**config.mk**
```make
export PLATFORM = sky130hd
export DESIGN_NAME = sysctrl_multi_flat
export DESIGN_NICKNAME = d
export VERILOG_FILES = /design/src/rtl/sysctrl_multi_if.sv /design/src/rtl/sysctrl_multi.sv /design/src/flat_wrapper.sv
export SDC_FILE = /design/constraint.sdc
export NUM_CORES = 1
export LEC_CHECK = 0
export CORE_MARGIN = 3
export CORE_UTILIZATION = 56
export DETAILED_ROUTE_END_ITERATION = 7
export GPL_ROUTABILITY_DRIVEN = 0
export HOLD_SLACK_MARGIN = 0.12
export PLACE_DENSITY = 0.85
export SYNTH_ARGS = -nofsm -noshare
export SYNTH_HDL_FRONTEND = slang
export SYNTH_SLANG_ARGS = --single-unit
```
**constraint.sdc**
```tcl
create_clock -name clk -period 5.7 [get_ports clk]
set_input_delay 1.14 -clock clk [delete_from_list [all_inputs] [get_ports clk]]
set_output_delay 1.14 -clock clk [all_outputs]
set_load 0.05 [all_outputs]
```
**src/rtl/sysctrl_multi_if.sv**
```systemverilog
// sysctrl_multi_if: MCU byte command channel (start/strobe framed bytes in, response byte out)
interface sysctrl_multi_if;
    logic data_in_strobe;
    logic data_in_start;
    logic [7:0] data_in;
    logic [7:0] data_out;
    modport master(output data_in_strobe, data_in_start, data_in, input data_out);
    modport slave(input data_in_strobe, data_in_start, data_in, output data_out);
endinterface

```
**src/rtl/sysctrl_multi.sv**
```systemverilog
// sysctrl_multi: MCU system-control slave driving core reset, config slots, LEDs, colour and MCU IRQ
// Menu ROM contents arrive as the MENU_ROM parameter (byte k at [8*k+:8]) so the ROM needs no load step.
module sysctrl_multi #(
    parameter int NUM_BUTTONS = 2,
    parameter int NUM_LEDS = 2,
    parameter int NUM_CFG = 4,
    parameter logic [8*NUM_CFG-1:0] CFG_IDS = "RYAB",
    parameter logic [8*NUM_CFG-1:0] CFG_DEFAULTS = '0,
    parameter int RESET_TIMEOUT = 86_000_000,
    parameter logic [7:0] CORE_ID = 8'h00,
    parameter int MENU_AW = 10,
    parameter logic [8*(2**MENU_AW)-1:0] MENU_ROM = '0
) (
    input logic clk,
    input logic reset,
    sysctrl_multi_if.slave bus,
    output logic int_out_n,
    input logic [7:0] int_in,
    output logic [7:0] int_ack,
    input logic [NUM_BUTTONS-1:0] buttons,
    output logic [NUM_LEDS-1:0] leds,
    output logic [23:0] color,
    output logic system_reset,
    output logic [8*NUM_CFG-1:0] cfg_values
);
    localparam logic [7:0] ID_R = "R";
    logic [NUM_BUTTONS-1:0] btn_s1, btn_s2, btn_chg, btn_diff;
    logic [NUM_CFG-1:0] hit, first;
    logic [31:0] timeout;
    logic [7:0] command, id, rev, slot_val;
    logic [3:0] state;
    logic [MENU_AW-1:0] menu_addr;
    logic coldboot, sys_int;
    logic unused;
    assign unused = int_in[0];
    assign int_out_n = !(sys_int | (|int_in[7:1]));
    assign btn_diff = btn_s1 ^ btn_s2;
    assign rev = {<<{bus.data_in}};
    // Synchroniser keeps sampling through reset so held buttons never look like a change afterwards
    always_ff @(posedge clk) begin
        btn_s1 <= buttons;
        btn_s2 <= btn_s1;
    end
    always_comb begin
        hit = '0;
        slot_val = '0;
        for (int i = 0; i < NUM_CFG; i++) hit[i] = CFG_IDS[8*i+:8] == id;
        first = hit & (~hit + NUM_CFG'(1));
        for (int i = 0; i < NUM_CFG; i++) slot_val = slot_val | (first[i] ? cfg_values[8*i+:8] : 8'h00);
    end
    always_ff @(posedge clk) begin
        if (reset) begin
            leds <= '0;
            color <= '0;
            bus.data_out <= '0;
            int_ack <= '0;
            system_reset <= 1'b1;
            timeout <= 32'(RESET_TIMEOUT);
            cfg_values <= CFG_DEFAULTS;
            coldboot <= 1'b1;
            sys_int <= 1'b1;
            btn_chg <= '0;
            state <= '0;
            command <= 8'hFF;
            id <= '0;
            menu_addr <= '0;
        end else begin
            btn_chg <= btn_chg | btn_diff;
            sys_int <= (|btn_diff) | (sys_int & !int_ack[0]);
            int_ack <= '0;
            if (|timeout) timeout <= timeout - 32'd1;
            if (timeout == 32'd1) begin
                system_reset <= 1'b0;
                color <= 24'h000202;
            end
            if (bus.data_in_strobe && bus.data_in_start) begin
                command <= bus.data_in;
                state <= '0;
                menu_addr <= '0;
                bus.data_out <= '0;
            end else if (bus.data_in_strobe) begin
                if (state != 4'hF) state <= state + 4'd1;
                case (command)
                    8'd0: if (state < 4'd3) bus.data_out <= state == 4'd0 ? 8'h5C : state == 4'd1 ? 8'h42 : CORE_ID;
                    8'd1: if (state == 4'd0) leds <= bus.data_in[NUM_LEDS-1:0];
                    8'd2: begin
                        if (state == 4'd0) color[15:8] <= rev;
                        if (state == 4'd1) color[7:0] <= rev;
                        if (state == 4'd2) color[23:16] <= rev;
                    end
                    8'd3: begin
                        bus.data_out <= {4'(btn_chg), 4'(btn_s2)};
                        btn_chg <= btn_diff;
                    end
                    8'd4: begin
                        if (state == 4'd0) id <= bus.data_in;
                        if (state == 4'd1 && id == ID_R) begin
                            system_reset <= bus.data_in[0];
                            timeout <= '0;
                        end else if (state == 4'd1) begin
                            for (int i = 0; i < NUM_CFG; i++) if (first[i]) cfg_values[8*i+:8] <= bus.data_in;
                        end
                    end
                    8'd5: begin
                        if (state == 4'd0) int_ack <= bus.data_in;
                        bus.data_out <= {int_in[7:1], sys_int};
                    end
                    8'd6: begin
                        bus.data_out <= {5'b0, |btn_chg, 1'b0, coldboot};
                        if (state == 4'd0) coldboot <= 1'b0;
                    end
                    8'd8: begin
                        bus.data_out <= MENU_ROM[8*menu_addr+:8];
                        menu_addr <= menu_addr + MENU_AW'(1);
                    end
                    8'd9: begin
                        if (state == 4'd0) id <= bus.data_in;
                        else bus.data_out <= id == ID_R ? {7'b0, system_reset} : slot_val;
                    end
                    default: ;
                endcase
            end
        end
    end
endmodule

```
**src/flat_wrapper.sv**
```systemverilog
// flat-port wrapper written by rule: the top's interface ports become plain ports
module sysctrl_multi_flat 
#(
    parameter int NUM_BUTTONS = 2,
    parameter int NUM_LEDS = 2,
    parameter int NUM_CFG = 4,
    parameter logic [8*NUM_CFG-1:0] CFG_IDS = "    ",
    parameter logic [8*NUM_CFG-1:0] CFG_DEFAULTS = '0,
    parameter int RESET_TIMEOUT = 86_000_000,
    parameter logic [7:0] CORE_ID = 8'h00,
    parameter int MENU_AW = 10,
    parameter logic [8*(2**MENU_AW)-1:0] MENU_ROM = '0
)
  (clk, reset, int_out_n, int_in, int_ack, buttons, leds, color, system_reset, cfg_values, bus_data_in_strobe, bus_data_in_start, bus_data_in, bus_data_out);
  sysctrl_multi_if bus_i ();
  input logic clk;
  input logic reset;
  output logic int_out_n;
  input logic [7:0] int_in;
  output logic [7:0] int_ack;
  input logic [NUM_BUTTONS-1:0] buttons;
  output logic [NUM_LEDS-1:0] leds;
  output logic [23:0] color;
  output logic system_reset;
  output logic [8*NUM_CFG-1:0] cfg_values;
  input wire logic [$bits(bus_i.data_in_strobe)-1:0] bus_data_in_strobe;
  input wire logic [$bits(bus_i.data_in_start)-1:0] bus_data_in_start;
  input wire logic [$bits(bus_i.data_in)-1:0] bus_data_in;
  output wire logic [$bits(bus_i.data_out)-1:0] bus_data_out;
  assign bus_i.data_in_strobe = bus_data_in_strobe;
  assign bus_i.data_in_start = bus_data_in_start;
  assign bus_i.data_in = bus_data_in;
  assign bus_data_out = bus_i.data_out;
  sysctrl_multi #(.NUM_BUTTONS(NUM_BUTTONS), .NUM_LEDS(NUM_LEDS), .NUM_CFG(NUM_CFG), .CFG_IDS(CFG_IDS), .CFG_DEFAULTS(CFG_DEFAULTS), .RESET_TIMEOUT(RESET_TIMEOUT), .CORE_ID(CORE_ID), .MENU_AW(MENU_AW), .MENU_ROM(MENU_ROM)) u_core (.clk(clk), .reset(reset), .bus(bus_i), .int_out_n(int_out_n), .int_in(int_in), .int_ack(int_ack), .buttons(buttons), .leds(leds), .color(color), .system_reset(system_reset), .cfg_values(cfg_values));
endmodule
```
# After elaboration in Yosys (flattened, before gate mapping)
# Cells that the tools add are included.
# word_totals
out_inout_bits,76
ff_bits,145
wordCells,110
# classes
n_shift,1
addsub,4
magnitude_cmp,1
bitwise,15
reduce_logical,24
n_mux,30
n_eq_ne,16
# ops
cell,count
$shiftx A8192 B14 Y8 const A,1
$mux W32,5
$mux W24,4
$mux W8,11
$pmux W8 S6,1
$eq A32 B1 Y1 const B,1
$reduce_or A32 Y1,1
$sub A32 B1 Y32 const B,1
$eq A8 B3 Y1 const B,3
$or A8 B8 Y8,3
$reduce_and A6 Y1,4
$eq A8 B2 Y1 const B,2
$eq A8 B4 Y1 const B,2
$reduce_and A4 Y1,4
$add A10 B1 Y10 const B,1
$add A4 B1 Y4 const B,2
$eq A6 B8 Y1 const A,1
$eq A8 B1 Y1 const B,1
$eq A8 B7 Y1 const B,1
$logic_not A8 Y1,1
$reduce_or A2 Y1,4
$mux W7,1
$reduce_or A7 Y1,1
$mux W2,3
20 further kinds,32

# Longest topological paths before layout
# depth
ltp_word,11
depth_mapped,9
depth_no_buf,7

# Least setup slack after synthesis
# Ideal clock, no wire load.
# synth_timing
path_kind,input to output
start,input port int_in[2]
end,output port int_out_n
t_arrival_ps,2322
stages,2
path_slack_ps,2238
cell_sequence,or4_1 nor2_1
# synth_via
elab_chain_len,3
# synth_lines
element,line,source
from (decl),flat_wrapper.sv:19,input logic [7:0] int_in;
$reduce_or A7 Y1,sysctrl_multi.sv:36,assign int_out_n = !(sys_int | (|int_in[7:1]));
$or A1 B1 Y1,sysctrl_multi.sv:36,
$logic_not A1 Y1,sysctrl_multi.sv:36,
to (decl),flat_wrapper.sv:18,output logic int_out_n;
# Every way passes these cells.

# Worst setup path in the final report
# layout_timing
start,input port int_in[6]
end,output port int_out_n
# Same word-level chain as after synthesis.

==> impl_metrics.prom <==
# TYPE chip_impl_metric gauge
chip_impl_info{name="status",value="completed"} 1
chip_impl_metric{name="synthXorXnorAreaFrac",unit="%"} 1.18
chip_impl_metric{name="layout_min_cycle_time",unit="ns"} 4.16
chip_impl_metric{name="ctsResizeCount",unit=""} 0
chip_impl_metric{name="skew",unit="ns"} 0.0189
chip_impl_metric{name="grt_pass1_wl",unit="mm"} 21.8
chip_impl_info{name="critical_path.endpoint_type",value="output port"} 1
chip_impl_metric{name="synth-compound-area-share",unit="%"} 18.9
chip_impl_info{name="hp-class",value="register to register"} 1
chip_impl_metric{name="layout.nets",unit=""} 663
chip_impl_metric{name="tightest_slew",unit="ns"} 1.15
chip_impl_metric{name="viasPerCell",unit=""} 6.35
chip_impl_metric{name="placement_rows",unit=""} 34
chip_impl_metric{name="port_buffers",unit=""} 72
chip_impl_metric{name="area_growth",unit="%"} 17.0
chip_impl_metric{name="core",unit="um^2"} 8850
chip_impl_metric{name="max-slew-margin-rel",unit="%"} 22.6
chip_impl_info{name="grt_setup_unrepaired",value="no"} 1
chip_impl_metric{name="placed_cell_area",unit="um^2"} 5840
chip_impl_metric{name="htree_num_levels",unit=""} 3
chip_impl_metric{name="gr-usage-all-layers",unit="%"} 25.9
chip_impl_metric{name="number_of_placed_instances_taps_included",unit=""} 731
chip_impl_info{name="mostFrequentLayoutCell",value="dfxtp_1"} 1
chip_impl_metric{name="io-pin-count",unit=""} 98
chip_impl_metric{name="synth-warning-count",unit=""} 0
chip_impl_metric{name="timing.final.max_slew_violations",unit=""} 0
chip_impl_metric{name="holdBufCountCts",unit=""} 0
chip_impl_info{name="cell_taking_the_most_area_after_synthesis",value="dfxtp_1"} 1
chip_impl_metric{name="cpPeakStageDelay",unit="ns"} 0.81
chip_impl_metric{name="place_ws",unit="ns"} 1.54
chip_impl_metric{name="netSwitchingPower",unit="mW"} 0.458
chip_impl_metric{name="grt.overflow.total",unit=""} 0
chip_impl_metric{name="final_hold_viol_count",unit=""} 0
chip_impl_info{name="critical_path_cell_sequence",value="clkdlybuf4s50_1 > or4_1 > nor2_1 > clkdlybuf4s50_1"} 1
chip_impl_metric{name="die_y",unit="um"} 102
chip_impl_metric{name="cellLeakagePower",unit="nW"} 2.23
chip_impl_metric{name="power",unit="mW"} 1.48
chip_impl_metric{name="post_synth_and_or_nand_nor_area_fraction",unit="%"} 24.6
chip_impl_metric{name="final.fill_count",unit=""} 702
chip_impl_info{name="synth_top_family_by_area",value="simple AND/OR/NAND/NOR gates"} 1
chip_impl_metric{name="drt_drc_violations_left",unit=""} 0
chip_impl_metric{name="setup_viol_count_final",unit=""} 0
chip_impl_metric{name="floorplan.initialDensity",unit="%"} 58.6
chip_impl_info{name="root_buffer",value="clkbuf_8"} 1
chip_impl_metric{name="syn_avg_cell_area",unit="um^2"} 8.96
chip_impl_metric{name="cp_data_required_time",unit="ns"} 4.56
chip_impl_metric{name="initialDrtViolationCount",unit=""} 387
chip_impl_metric{name="number_of_global_route_vias_before_repair",unit=""} 4433
chip_impl_metric{name="grt_antenna_before_repair",unit=""} 0
chip_impl_metric{name="dpl.hpwl",unit="mm"} 9.21
chip_impl_metric{name="overall_die_area",unit="um^2"} 10500
chip_impl_metric{name="yosys.area_share.adder",unit="%"} 1.69
chip_impl_metric{name="insertedDiodeCount",unit=""} 0
chip_impl_info{name="worstSetupStartpointType",value="primary input"} 1
chip_impl_metric{name="final_instance_area",unit="um^2"} 6070
chip_impl_metric{name="postSynth.asyncResetShare",unit="%"} 0
chip_impl_metric{name="grt_start_max_net_pins",unit=""} 39
chip_impl_info{name="crit_slowest_cell",value="clkdlybuf4s50_1"} 1
chip_impl_metric{name="dieWidth",unit="um"} 102
chip_impl_metric{name="fin_worst_hold_slack",unit="ns"} 0.373
chip_impl_info{name="final_cell_mix",value="dfxtp_1, clkdlybuf4s50_1, nor2_1"} 1
chip_impl_metric{name="clock-sinks",unit=""} 111
chip_impl_metric{name="cts_made_buffers",unit=""} 9
chip_impl_metric{name="power_frac_comb",unit="%"} 11.5
chip_impl_metric{name="globalRouteMet2Util",unit="%"} 41.0
chip_impl_metric{name="peakVddDrop",unit="V"} 0.000158
chip_impl_info{name="grt_most_used_layer",value="met2"} 1
chip_impl_info{name="dominantRegCellSynth",value="dfxtp_1"} 1
chip_impl_metric{name="ant_nets",unit=""} 0
chip_impl_metric{name="sequential_group_share_of_total_power",unit="%"} 54.8
chip_impl_metric{name="grt_use_met3",unit="%"} 5.26
chip_impl_metric{name="synthDominantCellAreaShare",unit="%"} 42.8
chip_impl_info{name="tritoncts",value="done"} 1
chip_impl_metric{name="number_of_detailed_routing_iterations_run_before_antenna_repair",unit=""} 5
chip_impl_metric{name="synth-seq-cells",unit=""} 111
chip_impl_metric{name="cell_area_synth",unit="um^2"} 5190
chip_impl_metric{name="ys_types",unit=""} 62
chip_impl_metric{name="power_density",unit="nW/um^2"} 245
chip_impl_metric{name="drive_above_1_share",unit="%"} 5.95
chip_impl_metric{name="cp.arrival",unit="ns"} 3.02
chip_impl_metric{name="cp_max_fo",unit=""} 2
chip_impl_metric{name="fin_util",unit="%"} 68.6
chip_impl_metric{name="final_cell_count_without_fillers",unit=""} 747
chip_impl_metric{name="total_wire_length_after_detailed_routing",unit="mm"} 13.6
chip_impl_metric{name="p_sw_share",unit="%"} 30.9
chip_impl_metric{name="clockBufferDepth",unit=""} 2
chip_impl_metric{name="grt_use_met1",unit="%"} 35.8
chip_impl_metric{name="post_cts_buffers",unit=""} 0
chip_impl_metric{name="synthMuxAreaShare",unit="%"} 4.05
chip_impl_metric{name="setup_ws",unit="ns"} 1.54
chip_impl_metric{name="path_clk_slew",unit="ns"} 0.11
chip_impl_metric{name="number_of_synthesized_flops_with_an_enable_pin",unit=""} 0
chip_impl_metric{name="min_period_over_period",unit="%"} 73.0
chip_impl_metric{name="clock_latency",unit="ns"} 0.38
chip_impl_metric{name="power.clock.fraction",unit="%"} 33.8
chip_impl_metric{name="cap_violations",unit=""} 0
chip_impl_metric{name="postSynthCellCount",unit=""} 579
chip_impl_metric{name="wl_per_cell",unit="um"} 18.2
chip_impl_info{name="critPathMostFrequentCell",value="clkdlybuf4s50_1"} 1
chip_impl_metric{name="p_int",unit="mW"} 1.03
chip_impl_metric{name="via_count",unit=""} 4745
chip_impl_metric{name="clock.fmax",unit="MHz"} 240
chip_impl_info{name="crit_type",value="primary input to output port"} 1
chip_impl_info{name="ys_top_cells_by_area",value="dfxtp_1, mux2i_1, nand3_1, a21oi_1, buf_4"} 1
chip_impl_metric{name="fin_tns_setup",unit="ns"} 0
chip_impl_metric{name="synth.yosys.seq_area_share",unit="%"} 42.8
[power by group through the flow]
stage	Clock, mW	Sequential, mW	Combinational, mW
2_1_floorplan	0	0.821	0.138
3_3_place_gp	0	0.828	0.160
3_5_place_dp	0	0.829	0.165
4_1_cts	0.506	0.812	0.167
5_1_grt	0.536	0.816	0.184
6_report	0.501	0.813	0.170
[layer usage]
| layer | wire [um] | vias to the layer above |
|---|---|---|
| met5 | 0 | - |
| met3 | 1110 | 23 |
| li1 | - | 2216 |
| met2 | 6430 | 230 |
| met1 | 5790 | 2276 |
| met4 | 262 | 0 |
[state kept, by name, summed over array words and instances, names as in the netlist]
register and cells:
u_core.system_reset 1, u_core.state 4, u_core.btn_s1 2, u_core.id 8, u_core.int_ack 8, u_core.color 24
u_core.bus.data_out 8, u_core.cfg_values 8, u_core.btn_chg 2, u_core.leds 2, u_core.command 8, u_core.btn_s2 2
u_core.coldboot 1, u_core.sys_int 1, u_core.timeout 32
[logic make-up after synthesis]
logic type      count (synthesis)
other cells                     1
flops                         111
buf+inv                        65
compound gates                139
mux                            21
simple gates                  228
xor+xnor                        7
fa+ha+maj                       7
[worst paths after layout]
check	from	to	slack [ns]	cells after the start
worst max register to register	u_core.timeout[0]$_SDFF_PP0_	u_core.timeout[25]$_SDFF_PP0_	2.51	7
worst min-delay path	u_core.btn_s1[0]$_DFF_P_	u_core.btn_s2[0]$_DFF_P_	0.37	0
worst max-delay path	int_in[6]	int_out_n	1.54	4
worst min register to register	u_core.btn_s1[0]$_DFF_P_	u_core.btn_s2[0]$_DFF_P_	0.37	0
[worst max-delay path: cells and delay by family]
family        cells  cell delay (ns)
buf+inv           2             1.24
simple gates      2             0.64
[cells in the mapped netlist, drive strengths merged, types with 8 or more instances]
cell    number
and2        11
o21ai       16
nand3       39
or3          9
a22o        19
mux2i       21
or4         23
buf         29
nand2       38
nor2        44
nand2b       8
o211ai      13
nor4        10
dfxtp      111
inv         10
o31ai       18
a21oi       38
clkbuf      25
[area by class of cell]
type | instances | area [um^2] | share of cell area, %
repair buffers | 75 | 743 | 12.2
flip-flops and latches | 111 | 2220 | 36.6
multi-input cells | 426 | 2700 | 44.5
clock inverters | 7 | 98.8 | 1.63
inverters | 11 | 41.3 | 0.681
well taps | 108 | 135 | 2.23
clock buffers | 9 | 124 | 2.04
Note: power is estimated with default switching activity, not from simulation.
